## src/rtl/load_align_unit.sv

```systemverilog
// load_align_unit: handshaked load unit that reads aligned memory words and returns the
// addressed bytes zero/sign-extended. Define LOAD_MISALIGN_EN to allow two-beat misaligned loads.
module load_align_unit #(
  parameter int unsigned DATA_W = 32,
  parameter int unsigned ADDR_W = 32
) (
  input  logic              clk,
  input  logic              rst_n,
  input  logic              ld_valid,
  output logic              ld_ready,
  input  logic [ADDR_W-1:0] ld_addr,
  input  logic [1:0]        ld_size,
  input  logic              ld_unsigned,
  output logic              mem_req,
  output logic [ADDR_W-1:0] mem_addr,
  input  logic              mem_gnt,
  input  logic              mem_rvalid,
  input  logic [DATA_W-1:0] mem_rdata,
  output logic              res_valid,
  output logic [DATA_W-1:0] res_data,
  output logic              res_err,
  input  logic              res_ready
);

  localparam int unsigned BYTES = DATA_W / 8;
  localparam int unsigned OFS_W = $clog2(BYTES);

  typedef enum logic [2:0] {
    S_IDLE  = 3'd0,
    S_REQ0  = 3'd1,
    S_WAIT0 = 3'd2,
    S_REQ1  = 3'd3,
    S_WAIT1 = 3'd4,
    S_DONE  = 3'd5
  } state_e;

  state_e              state_q, state_d;
  logic [OFS_W-1:0]    ofs_q, ofs_d;
  logic [1:0]          size_q, size_d;
  logic                uns_q, uns_d;
  logic                ld_ready_q, ld_ready_d;
  logic                mem_req_q, mem_req_d;
  logic [ADDR_W-1:0]   mem_addr_q, mem_addr_d;
  logic                res_valid_q, res_valid_d;
  logic [DATA_W-1:0]   res_data_q, res_data_d;
  logic                res_err_q, res_err_d;
`ifdef LOAD_MISALIGN_EN
  logic                span_q, span_d;
  logic [DATA_W-1:0]   buf0_q, buf0_d;
`endif

  logic [3:0]          req_bytes_c;
  logic                size_bad_c;
  logic                req_err_c;

  // Request decode: access width in bytes and illegal size/alignment detection.
  always_comb begin
    req_bytes_c = 4'd1 << ld_size;
    size_bad_c  = (DATA_W == 32) && (ld_size == 2'd3);
`ifdef LOAD_MISALIGN_EN
    req_err_c   = size_bad_c;
`else
    req_err_c   = size_bad_c ||
                  ((ld_addr[OFS_W-1:0] & OFS_W'(req_bytes_c - 4'd1)) != '0);
`endif
  end

  // Byte-lane select from the two-word window, then zero/sign extension to DATA_W.
  function automatic logic [DATA_W-1:0] extract(
    input logic [DATA_W-1:0] lo,
    input logic [DATA_W-1:0] hi,
    input logic [OFS_W-1:0]  ofs,
    input logic [1:0]        size,
    input logic              uns
  );
    logic [2*DATA_W-1:0] win;
    logic [DATA_W-1:0]   low;
    logic [DATA_W-1:0]   val;
    logic [DATA_W-1:0]   ext;
    logic                sgn;
    win = {hi, lo} >> {ofs, 3'b000};
    low = win[DATA_W-1:0];
    case (size)
      2'd0: begin
        val = DATA_W'(low[7:0]);
        sgn = low[7];
        ext = ~DATA_W'(8'hFF);
      end
      2'd1: begin
        val = DATA_W'(low[15:0]);
        sgn = low[15];
        ext = ~DATA_W'(16'hFFFF);
      end
      2'd2: begin
        val = DATA_W'(low[31:0]);
        sgn = low[31];
        ext = ~DATA_W'(32'hFFFF_FFFF);
      end
      default: begin
        val = low;
        sgn = 1'b0;
        ext = '0;
      end
    endcase
    return (sgn && !uns) ? (val | ext) : val;
  endfunction

  // Next-state and registered-output computation.
  always_comb begin
    state_d    = state_q;
    ofs_d      = ofs_q;
    size_d     = size_q;
    uns_d      = uns_q;
    mem_addr_d = mem_addr_q;
    res_data_d = res_data_q;
    res_err_d  = res_err_q;
`ifdef LOAD_MISALIGN_EN
    span_d     = span_q;
    buf0_d     = buf0_q;
`endif

    case (state_q)
      S_IDLE: begin
        if (ld_valid && ld_ready_q) begin
          ofs_d  = ld_addr[OFS_W-1:0];
          size_d = ld_size;
          uns_d  = ld_unsigned;
          if (req_err_c) begin
            state_d    = S_DONE;
            res_err_d  = 1'b1;
            res_data_d = '0;
          end else begin
            state_d    = S_REQ0;
            mem_addr_d = {ld_addr[ADDR_W-1:OFS_W], OFS_W'(0)};
`ifdef LOAD_MISALIGN_EN
            span_d     = (32'(ld_addr[OFS_W-1:0]) + 32'(req_bytes_c)) > BYTES;
`endif
          end
        end
      end
      S_REQ0: begin
        if (mem_gnt) state_d = S_WAIT0;
      end
      S_WAIT0: begin
        if (mem_rvalid) begin
`ifdef LOAD_MISALIGN_EN
          buf0_d = mem_rdata;
          if (span_q) begin
            state_d    = S_REQ1;
            mem_addr_d = mem_addr_q + ADDR_W'(BYTES);
          end else
`endif
          begin
            state_d    = S_DONE;
            res_err_d  = 1'b0;
            res_data_d = extract(mem_rdata, '0, ofs_q, size_q, uns_q);
          end
        end
      end
`ifdef LOAD_MISALIGN_EN
      S_REQ1: begin
        if (mem_gnt) state_d = S_WAIT1;
      end
      S_WAIT1: begin
        if (mem_rvalid) begin
          state_d    = S_DONE;
          res_err_d  = 1'b0;
          res_data_d = extract(buf0_q, mem_rdata, ofs_q, size_q, uns_q);
        end
      end
`endif
      S_DONE: begin
        if (res_ready) state_d = S_IDLE;
      end
      default: state_d = S_IDLE;
    endcase

    ld_ready_d  = (state_d == S_IDLE);
    mem_req_d   = (state_d == S_REQ0) || (state_d == S_REQ1);
    res_valid_d = (state_d == S_DONE);
  end

  // State and output registers.
  always_ff @(posedge clk or negedge rst_n) begin
    if (!rst_n) begin
      state_q     <= S_IDLE;
      ofs_q       <= '0;
      size_q      <= '0;
      uns_q       <= 1'b0;
      ld_ready_q  <= 1'b0;
      mem_req_q   <= 1'b0;
      mem_addr_q  <= '0;
      res_valid_q <= 1'b0;
      res_data_q  <= '0;
      res_err_q   <= 1'b0;
`ifdef LOAD_MISALIGN_EN
      span_q      <= 1'b0;
      buf0_q      <= '0;
`endif
    end else begin
      state_q     <= state_d;
      ofs_q       <= ofs_d;
      size_q      <= size_d;
      uns_q       <= uns_d;
      ld_ready_q  <= ld_ready_d;
      mem_req_q   <= mem_req_d;
      mem_addr_q  <= mem_addr_d;
      res_valid_q <= res_valid_d;
      res_data_q  <= res_data_d;
      res_err_q   <= res_err_d;
`ifdef LOAD_MISALIGN_EN
      span_q      <= span_d;
      buf0_q      <= buf0_d;
`endif
    end
  end

  assign ld_ready  = ld_ready_q;
  assign mem_req   = mem_req_q;
  assign mem_addr  = mem_addr_q;
  assign res_valid = res_valid_q;
  assign res_data  = res_data_q;
  assign res_err   = res_err_q;

endmodule

```

## config.mk

```make
export PLATFORM = sky130hd
export DESIGN_NAME = load_align_unit
export DESIGN_NICKNAME = d
export VERILOG_FILES = /design/src/rtl/load_align_unit.sv
export SDC_FILE = /design/constraint.sdc
export NUM_CORES = 1
export LEC_CHECK = 0
export BUFFER_PORTS_ARGS = -buffer_cell sky130_fd_sc_hd__buf_4
export CORE_MARGIN = 2
export CORE_UTILIZATION = 45
export CTS_CLUSTER_DIAMETER = 30
export DETAILED_ROUTE_END_ITERATION = 8
export GPL_ROUTABILITY_DRIVEN = 0
export MAX_ROUTING_LAYER = met4
export PLACE_DENSITY_LB_ADDON = 0.2
export SLEW_MARGIN = 0
export SYNTH_ARGS = -nofsm -noshare
export SYNTH_HDL_FRONTEND = slang
export SYNTH_SLANG_ARGS = --single-unit
```

## constraint.sdc

```tcl
create_clock -name clk -period 2.4 [get_ports clk]
set_input_delay 0.12 -clock clk [delete_from_list [all_inputs] [get_ports clk]]
set_output_delay 0.12 -clock clk [all_outputs]
set_load 0.005 [all_outputs]
```

==> results.toml, run 1 <==
[cts]
hold_buffers = 30
clock_sinks = 74
cts_setup_buffers = 0
cts_buffer_depth = 2
htree_levels = 3
root_buffer = "clkbuf_8"
cts_buffers = 9
cts_tree = "done"
post_cts_resized = 0
clk_pin_slew_ns = 0.09
clkLatencyLatePin_ns = 0.35

[power_and_ir_drop]
power_density_nw_per_um2 = 1150
netSwitchingFraction_pct = 34.0
internal_power_mw = 4.08
seqPwrFrac_pct = 35.5
pwr-share-comb_pct = 47.9
p_clk_share_pct = 16.5
power.total_mw = 6.18
leakagePower_nw = 2.59
p_sw_mw = 2.10
peakVddDrop_v = 0.000602

[timing]
fmax_mhz = 513
finalSetupTns_ns = 0
finalSetupViolCount = 0
whs_ns = 0.0129
finalHoldViolations = 0
drv_slew = 0
tightest_slew_ns = 0.933
rsz0062_at_grt = "false"
finClkSkew_ns = 0.0109
fin_ws_ns = 0.450
slew_headroom_pct = 37.8
min_period_over_period_pct = 81.3
period_minus_slack_ns = 1.95

[global_routing]
grt_pass1_wl_um = 14300
grt_start_max_net_pins = 75
antenna_found_initial = 0
overflow = 0
grt_pass1_vias = 2888
grt_use_total_pct = 20.9

[drt]
remaining_drc_errors = 0
vias = 2923
drtIter0Drc = 128
viasPerCell = 5.07
ant_nets = 0
postRouteWirelength_um = 9420
wl_per_cell_um = 16.4
firstDrtPassIters = 8

[setup_path]
start_kind = "flop"
critPathCaptureType = "flop"
path_max_fanout = 16
critPathRequiredTime_ns = 2.64
crit_type = "flop to flop"
critPathArrivalTime_ns = 2.19

[min_path]
hold_class = "input port to flop"

[run_status]
status = "completed"

[placed_design]
hpwl_um = 6640
pre_cts_ws_ns = 0.459
port_buffers = 138

[synthesis]
synth_cells = 303
ys_seq_area_share_pct = 48.5
avgSynthCellArea_sq_um = 12.6
netlist-cell-type-count = 41
ys_seq_elements = 74
netlist_area_sq_um = 3820
synth-warning-count = 0

[floorplan]
initial_utilization_pct = 46.5
floorplan.die_area_sq_um = 9240
io_pins = 141
die_h_um = 96.1
coreArea_sq_um = 8220
die_w_um = 96.1
rows = 33

[layout]
finalNetCount = 539
antennaDiodeCount = 0
fin_util_pct = 65.6
layout-drive-gt1-share_pct = 48.8
syn_to_final_growth_pct = 41.2
fillers = 658

[flow_run]
drv_cap = 0
-- through the flow --
step	instance area (sq um)	instances
4_1_cts	5380	575
6_report	5390	576
5_1_grt	5390	576
2_1_floorplan	3820	304
3_3_place_gp	4870	529
3_5_place_dp	4870	529
-- critical path: stages, from the launching register on --
cell	delay [ns]
dfrtp_1	0.58
nand4bb_1	0.27
or3_1	0.71
o221ai_1	0.30
-- power groups by stage --
stage	Sequential, mW	Clock (mW)	Combinational, mW
6_report	2.19	1.02	2.96
5_1_grt	2.27	1.11	3.21
4_1_cts	2.19	1.06	2.99
3_5_place_dp	2.20	0	2.94
3_3_place_gp	2.18	0	2.90
2_1_floorplan	2.16	0	1.85
-- flip-flops by register name (all words and copies together) (netlist names) --
name and count:
mem_req 1, mem_addr 30, ld_ready 1, state_q 3, ofs_q 2, size_q 2, res_valid 1, res_err 1
uns_q 1, res_data 32
-- cell usage after synthesis --
cell type / count / area share, %
a21o_1: 1 / 0.20
a21oi_1: 9 / 1.2
a31o_2: 1 / 0.23
a31oi_1: 1 / 0.16
and3_1: 1 / 0.16
and4bb_2: 1 / 0.33
buf_1: 2 / 0.20
buf_2: 5 / 0.66
buf_4: 4 / 0.79
buf_6: 8 / 2.4
clkbuf_1: 4 / 0.39
conb_1: 1 / 0.098
dfrtp_1: 74 / 48
inv_1: 32 / 3.1
mux2_2: 13 / 3.8
mux2_4: 30 / 12
mux2i_1: 9 / 2.4
mux4_2: 8 / 4.7
nand2_1: 18 / 1.8
nand2b_4: 1 / 0.36
nand3_1: 1 / 0.13
nand3b_1: 8 / 1.6
nand4_1: 7 / 1.1
nand4b_4: 1 / 0.62
nand4bb_1: 1 / 0.29
nor2_1: 5 / 0.49
nor2_4: 1 / 0.29
nor2b_1: 3 / 0.49
nor3b_1: 1 / 0.20
nor3b_2: 2 / 0.66
nor4b_2: 1 / 0.39
o211ai_1: 2 / 0.39
o21a_1: 1 / 0.20
o21ai_0: 17 / 2.2
o21ai_2: 1 / 0.23
o221ai_1: 6 / 1.4
o221ai_2: 10 / 3.9
o22ai_1: 8 / 1.3
o31ai_2: 1 / 0.33
or2_1: 1 / 0.16
or3_1: 2 / 0.33
-- final cells by class --
| cell class | instances | area [sq um] | area share, % |
|---|---|---|---|
| repair buffers | 174 | 1400 | 25.9 |
| well taps | 105 | 131 | 2.44 |
| inverters | 32 | 120 | 2.23 |
| flip-flops and latches | 74 | 1850 | 34.3 |
| multi-input cells | 175 | 1680 | 31.2 |
| clock inverters | 6 | 72.6 | 1.35 |
| clock buffers | 10 | 138 | 2.55 |
-- per-layer routing --
metal	up-vias	track usage [%]	routed length, um
li1	1414	-	-
met5	-	-	0
met1	1407	27.2	4000
met4	0	7.86	132
met2	90	33.0	4890
met3	12	3.13	403
-- cells by family after synthesis --
logic type | share of synthesized area, %
compound gates | 11.8
flops | 48.5
simple gates | 9.40
other cells | 0.0982
buf+inv | 7.54
mux | 22.7
-- cells in the final DEF (no fill, tap or decap), types with 9 or more instances in the layout --
cell type / instances
mux2i_1: 9
a21oi_1: 9
o21ai_0: 17
clkbuf_8: 10
o221ai_2: 10
mux2_2: 13
nand2_1: 18
mux2_4: 30
dfrtp_1: 74
buf_4: 142
dlygate4sd3_1: 31
inv_1: 32
-- final timing paths --
path | startpoint | end | slack, ns | depth (start not counted)
max | state_q[1] | res_data[23] | 0.45 | 3
min | mem_rdata[28] | res_data[28] | 0.01 | 3
max reg2reg | state_q[1] | res_data[23] | 0.45 | 3
min reg2reg | res_err | res_err | 0.51 | 1
max in group asynchronous | rst_n | res_err | 1.33 | 2
min in group asynchronous | rst_n | res_data[27] | 0.43 | 2
Note: power is estimated with default switching activity, not from simulation.
==> run 2, diff against run 1 <==
Clock period 2.4 ns to 1.8 ns, I/O delays scaled along.
==> results.toml, run 2 (synthesis results as in run 1) <==
[layout]
layout-drive-gt1-share_pct = 49.0
finalNetCount = 564
layout_commonest_cell = "buf_4"
layout.cells.most_common_list = "buf_4, dfrtp_1, dlygate4sd3_1, inv_1, mux2_4"
largest_reg_flops = 32
antennaDiodeCount = 0
syn_to_final_growth_pct = 47.6
fillers = 633
final_cell_count_no_fill = 601

[cts]
root_buffer = "clkbuf_8"
cts_buffer_depth = 2
cts_tree = "done"
cts_buffers = 9
clock_sinks = 74
htree_levels = 3
cts_setup_buffers = 0
clk_pin_slew_ns = 0.09
clkLatencyLatePin_ns = 0.36

[drt]
viasPerCell = 5.11
met2_wirelength_um = 5310
met3WireLength_um = 493
vias = 3072
remaining_drc_errors = 0
highest_layer = "met4"
drtIter0Drc = 153
firstDrtPassIters = 4
m1WireLength_um = 4080
wl_per_cell_um = 16.7
postRouteWirelength_um = 10000
ant_nets = 0

[power_and_ir_drop]
power_density_nw_per_um2 = 1500
seqPwrFrac_pct = 34.2
pwr-share-comb_pct = 49.4
power.total_mw = 8.47
internal_power_mw = 5.55
netSwitchingFraction_pct = 34.5
p_sw_mw = 2.92
leakagePower_nw = 2.72
p_clk_share_pct = 16.4
peakVddDrop_v = 0.000889

[floorplan]
rows = 33
io_pins = 141
die_h_um = 96.1
die_w_um = 96.1
initial_utilization_pct = 46.5
floorplan.die_area_sq_um = 9240
coreArea_sq_um = 8220

[timing]
whs_ns = 0.0274
finalSetupTns_ns = 0
finalHoldViolations = 0
slew_headroom_pct = 54.7
min_period_over_period_pct = 91.6
period_minus_slack_ns = 1.65
rsz0062_at_grt = "false"
drv_slew = 0
finalSetupViolCount = 0
fmax_mhz = 606
finClkSkew_ns = 0.0131
tightest_slew_ns = 0.679

[placed_design]
dpl.cell_count = 541
port_buffers = 138
hpwl_um = 7110

[global_routing]
grt_start_max_net_pins = 53
grt_pass1_wl_um = 15100
antenna_found_initial = 0
overflow = 0
grt_pass1_vias = 3124
grt_use_total_pct = 22.3

[setup_path]
path_max_fanout = 16
start_kind = "flop"
crit_type = "flop to flop"
critPathRequiredTime_ns = 2.03
critPathCaptureType = "flop"
critPathArrivalTime_ns = 1.88

[flow_run]
drv_cap = 0

[run_status]
status = "completed"

[min_path]
hold_class = "input port to flop"
-- run 2: final cells by class --
class,instances,area (sq um),area share [%]
timing repair buffer,198,1610,28.5
clock buffer,9,124,2.20
clock inverter,7,83.8,1.49
tap,105,131,2.33
sequential,74,1850,32.8
multi-input combinational,176,1720,30.5
inverter,32,120,2.13
-- run 2: path summary, 6_finish.rpt --
kind / startpoint / to / slack (ns) / cells after the start
max: ofs_q[0] / res_data[1] / 0.15 / 4
min: ld_addr[0] / ofs_q[0] / 0.03 / 2
max reg2reg: ofs_q[0] / res_data[1] / 0.15 / 4
min reg2reg: res_err / res_err / 0.50 / 1
max in group asynchronous: rst_n / mem_addr[10] / 0.91 / 3
min in group asynchronous: rst_n / res_data[18] / 0.31 / 2
-- run 2: timing repair --
item,in CTS,in global routing
hold buffers,43,0
gates resized for setup,0,4
hold endpoints to repair,93,0
endpoints found under the setup margin,0,30
-- run 2: power groups by stage --
stage                     sequential [mW]  clock (mW)  combinational (mW)
after floorplan                      2.87           0                2.46
after global placement               2.89           0                3.97
after detailed placement             2.91           0                4.07
after CTS                            2.89        1.41                4.15
after global routing                 3.01        1.47                4.53
final                                2.90        1.39                4.18
-- run 2: per-layer routing --
metal	vias to the layer above	GRT usage, %
met4	0	7.14
met1	1508	26.8
met5	-	-
met3	14	4.93
met2	93	37.5
li1	1457	-
-- run 2: per-stage QoR --
stage / worst slack (ns) / instance area [sq um] / utilization (%)
floorplan: 0.225 / 3820 / -
global placement: 0.114 / 4960 / 60.4
detailed placement: 0.0493 / 4960 / 60.4
CTS: 0.0347 / 5600 / 68.2
global route: 0.0331 / 5640 / 68.6
finish: 0.151 / 5640 / 68.6
-- run 2: critical path: stages, from the launching register on --
cell and delay, ns:
dfrtp_1 0.51, buf_4 0.30, mux4_2 0.52, nand4_1 0.10, o21ai_0 0.10
==> run 3, diff against run 2 <==
Settings changed: CORE_UTILIZATION 45 to 50.
==> results.toml, run 3 (synthesis results as in run 1) <==
[layout]
layout-drive-gt1-share_pct = 48.9
antennaDiodeCount = 0
layout_commonest_cell = "buf_4"
largest_reg_flops = 32
final_cell_count_no_fill = 594
final_cell_area_sq_um = 5630
layout.cells.most_common_list = "buf_4, dfrtp_1, dlygate4sd3_1, inv_1, mux2_4"
finalNetCount = 563
fin_util_pct = 76.9
syn_to_final_growth_pct = 47.5

[floorplan]
coreArea_sq_um = 7330
rows = 31
io_pins = 141
floorplan.die_area_sq_um = 8350
initial_utilization_pct = 52.1
die_w_um = 91.4
die_h_um = 91.4

[placed_design]
hpwl_um = 6870
port_buffers = 138
dpl.cell_count = 534
postPlaceCellArea_sq_um = 4970

[drt]
remaining_drc_errors = 0
postRouteWirelength_um = 10500
viasPerCell = 5.45
firstDrtPassIters = 4
vias = 3240
drtIter0Drc = 158
wl_per_cell_um = 17.7
ant_nets = 0

[timing]
finalHoldViolations = 0
rsz0062_at_grt = "true"
tightest_slew_ns = 0.612
drv_slew = 0
fmax_mhz = 568
finalSetupViolCount = 0
period_minus_slack_ns = 1.76
min_period_over_period_pct = 97.9
slew_headroom_pct = 59.2
finClkSkew_ns = 0.0112

[setup_path]
path_max_fanout = 30
critPathRequiredTime_ns = 2.04
r2r-end = "mem_addr[14]"
r2r_slack_ns = 0.04
start_kind = "flop"
critPathArrivalTime_ns = 2.00
reg2reg_from = "state_q[0]"
crit_type = "flop to flop"
reg2reg_depth = 4
critPathCaptureType = "flop"

[min_path]
min_to = "res_valid"
min_path_cells = 4
worstHoldStart = "res_ready"
hold_class = "input port to flop"

[power_and_ir_drop]
p_clk_share_pct = 16.1
seqPwrFrac_pct = 34.4
leakagePower_nw = 2.71
peakVddDrop_v = 0.000940
power_density_nw_per_um2 = 1520
internal_power_mw = 5.57
netSwitchingFraction_pct = 34.9
pwr-share-comb_pct = 49.6
p_sw_mw = 2.99

[cts]
clkLatencyLatePin_ns = 0.36
cts_setup_buffers = 0
clock_sinks = 74
cts_buffers = 9
cts_buffer_depth = 2
cts_tree = "done"
root_buffer = "clkbuf_8"
htree_levels = 3
clk_pin_slew_ns = 0.09

[run_status]
status = "completed"

[global_routing]
grt_pass1_vias = 3268
antenna_found_initial = 0
overflow = 0
grt_pass1_wl_um = 16800
grt_use_total_pct = 26.6
grt_start_max_net_pins = 34

[flow_run]
drv_cap = 0
[run 3: cell types whose count changed in the layout (fill, tap and decap cells not counted), sizes merged]
| cell | delta |
|---|---|
| buf | -1 |
| nand2b | -1 |
| dlygate4sd3 | +1 |
[run 3: how the worst max path moves through the flow]
stage | depth (start not counted) | endpoint | startpoint | slack (ns)
final | 4 | mem_addr[14] | state_q[0] | 0.04
after global routing | 4 | mem_addr[14] | state_q[0] | -0.009
after CTS | 6 | res_data[18] | mem_rdata[31] | 0.05
after detailed placement | 4 | res_data[23] | ofs_q[1] | 0.08
after global placement | 4 | res_data[18] | ofs_q[1] | 0.13
after floorplan | 5 | mem_addr[10] | state_q[0] | 0.22
[run 3: area by class of cell]
type	count	area, sq um
clock buffer	9	124
clock inverter	7	83.8
fill	476	1700
inverter	32	120
multi-input combinational	175	1700
sequential	74	1850
tap	99	124
timing repair buffer	198	1630
[run 3: timing repair]
item | 4_1_cts | 5_1_grt
gates resized for setup | 0 | 2
hold endpoints to repair | 74 | 0
setup endpoints to repair | 0 | 21
hold buffers | 44 | 0
[run 3: metrics by stage]
step                      TNS, ns  power [mW]  hold WS (ns)  worst slack, ns
final                           0        8.55        0.0536           0.0380
after global routing      -0.0183        9.04        0.0672         -0.00921
after CTS                       0        8.49        0.0471           0.0471
after detailed placement        0        7.01        0.0693           0.0751
after global placement          0        6.89        0.0672            0.126
after floorplan                 0        5.34        -0.206            0.225
[run 3: worst max-delay path, stage by stage, from the launching register on]
cell and delay, ns:
dfrtp_1 0.43, nor2_4 0.16, nand4b_4 0.15, nand2b_4 0.45, mux2_4 0.43
[run 3: per-layer routing]
metal  routed length (um)  up-vias  track usage (%)  share of wire (%)
met4                  236        0             9.09                2.2
met1                 4080     1610             32.5                 39
met2                 5480      145             44.4                 52
met3                  705       26             4.81                6.7
met5                    0        -                -                  0
li1                     -     1459                -                  -
[run 3: power by group through the flow]
stage	Sequential [mW]	Clock (mW)	Combinational, mW
after CTS	2.91	1.39	4.19
final	2.94	1.37	4.24
after detailed placement	2.92	0	4.09
after global placement	2.89	0	4.00
after global routing	3.02	1.46	4.56
after floorplan	2.87	0	2.46
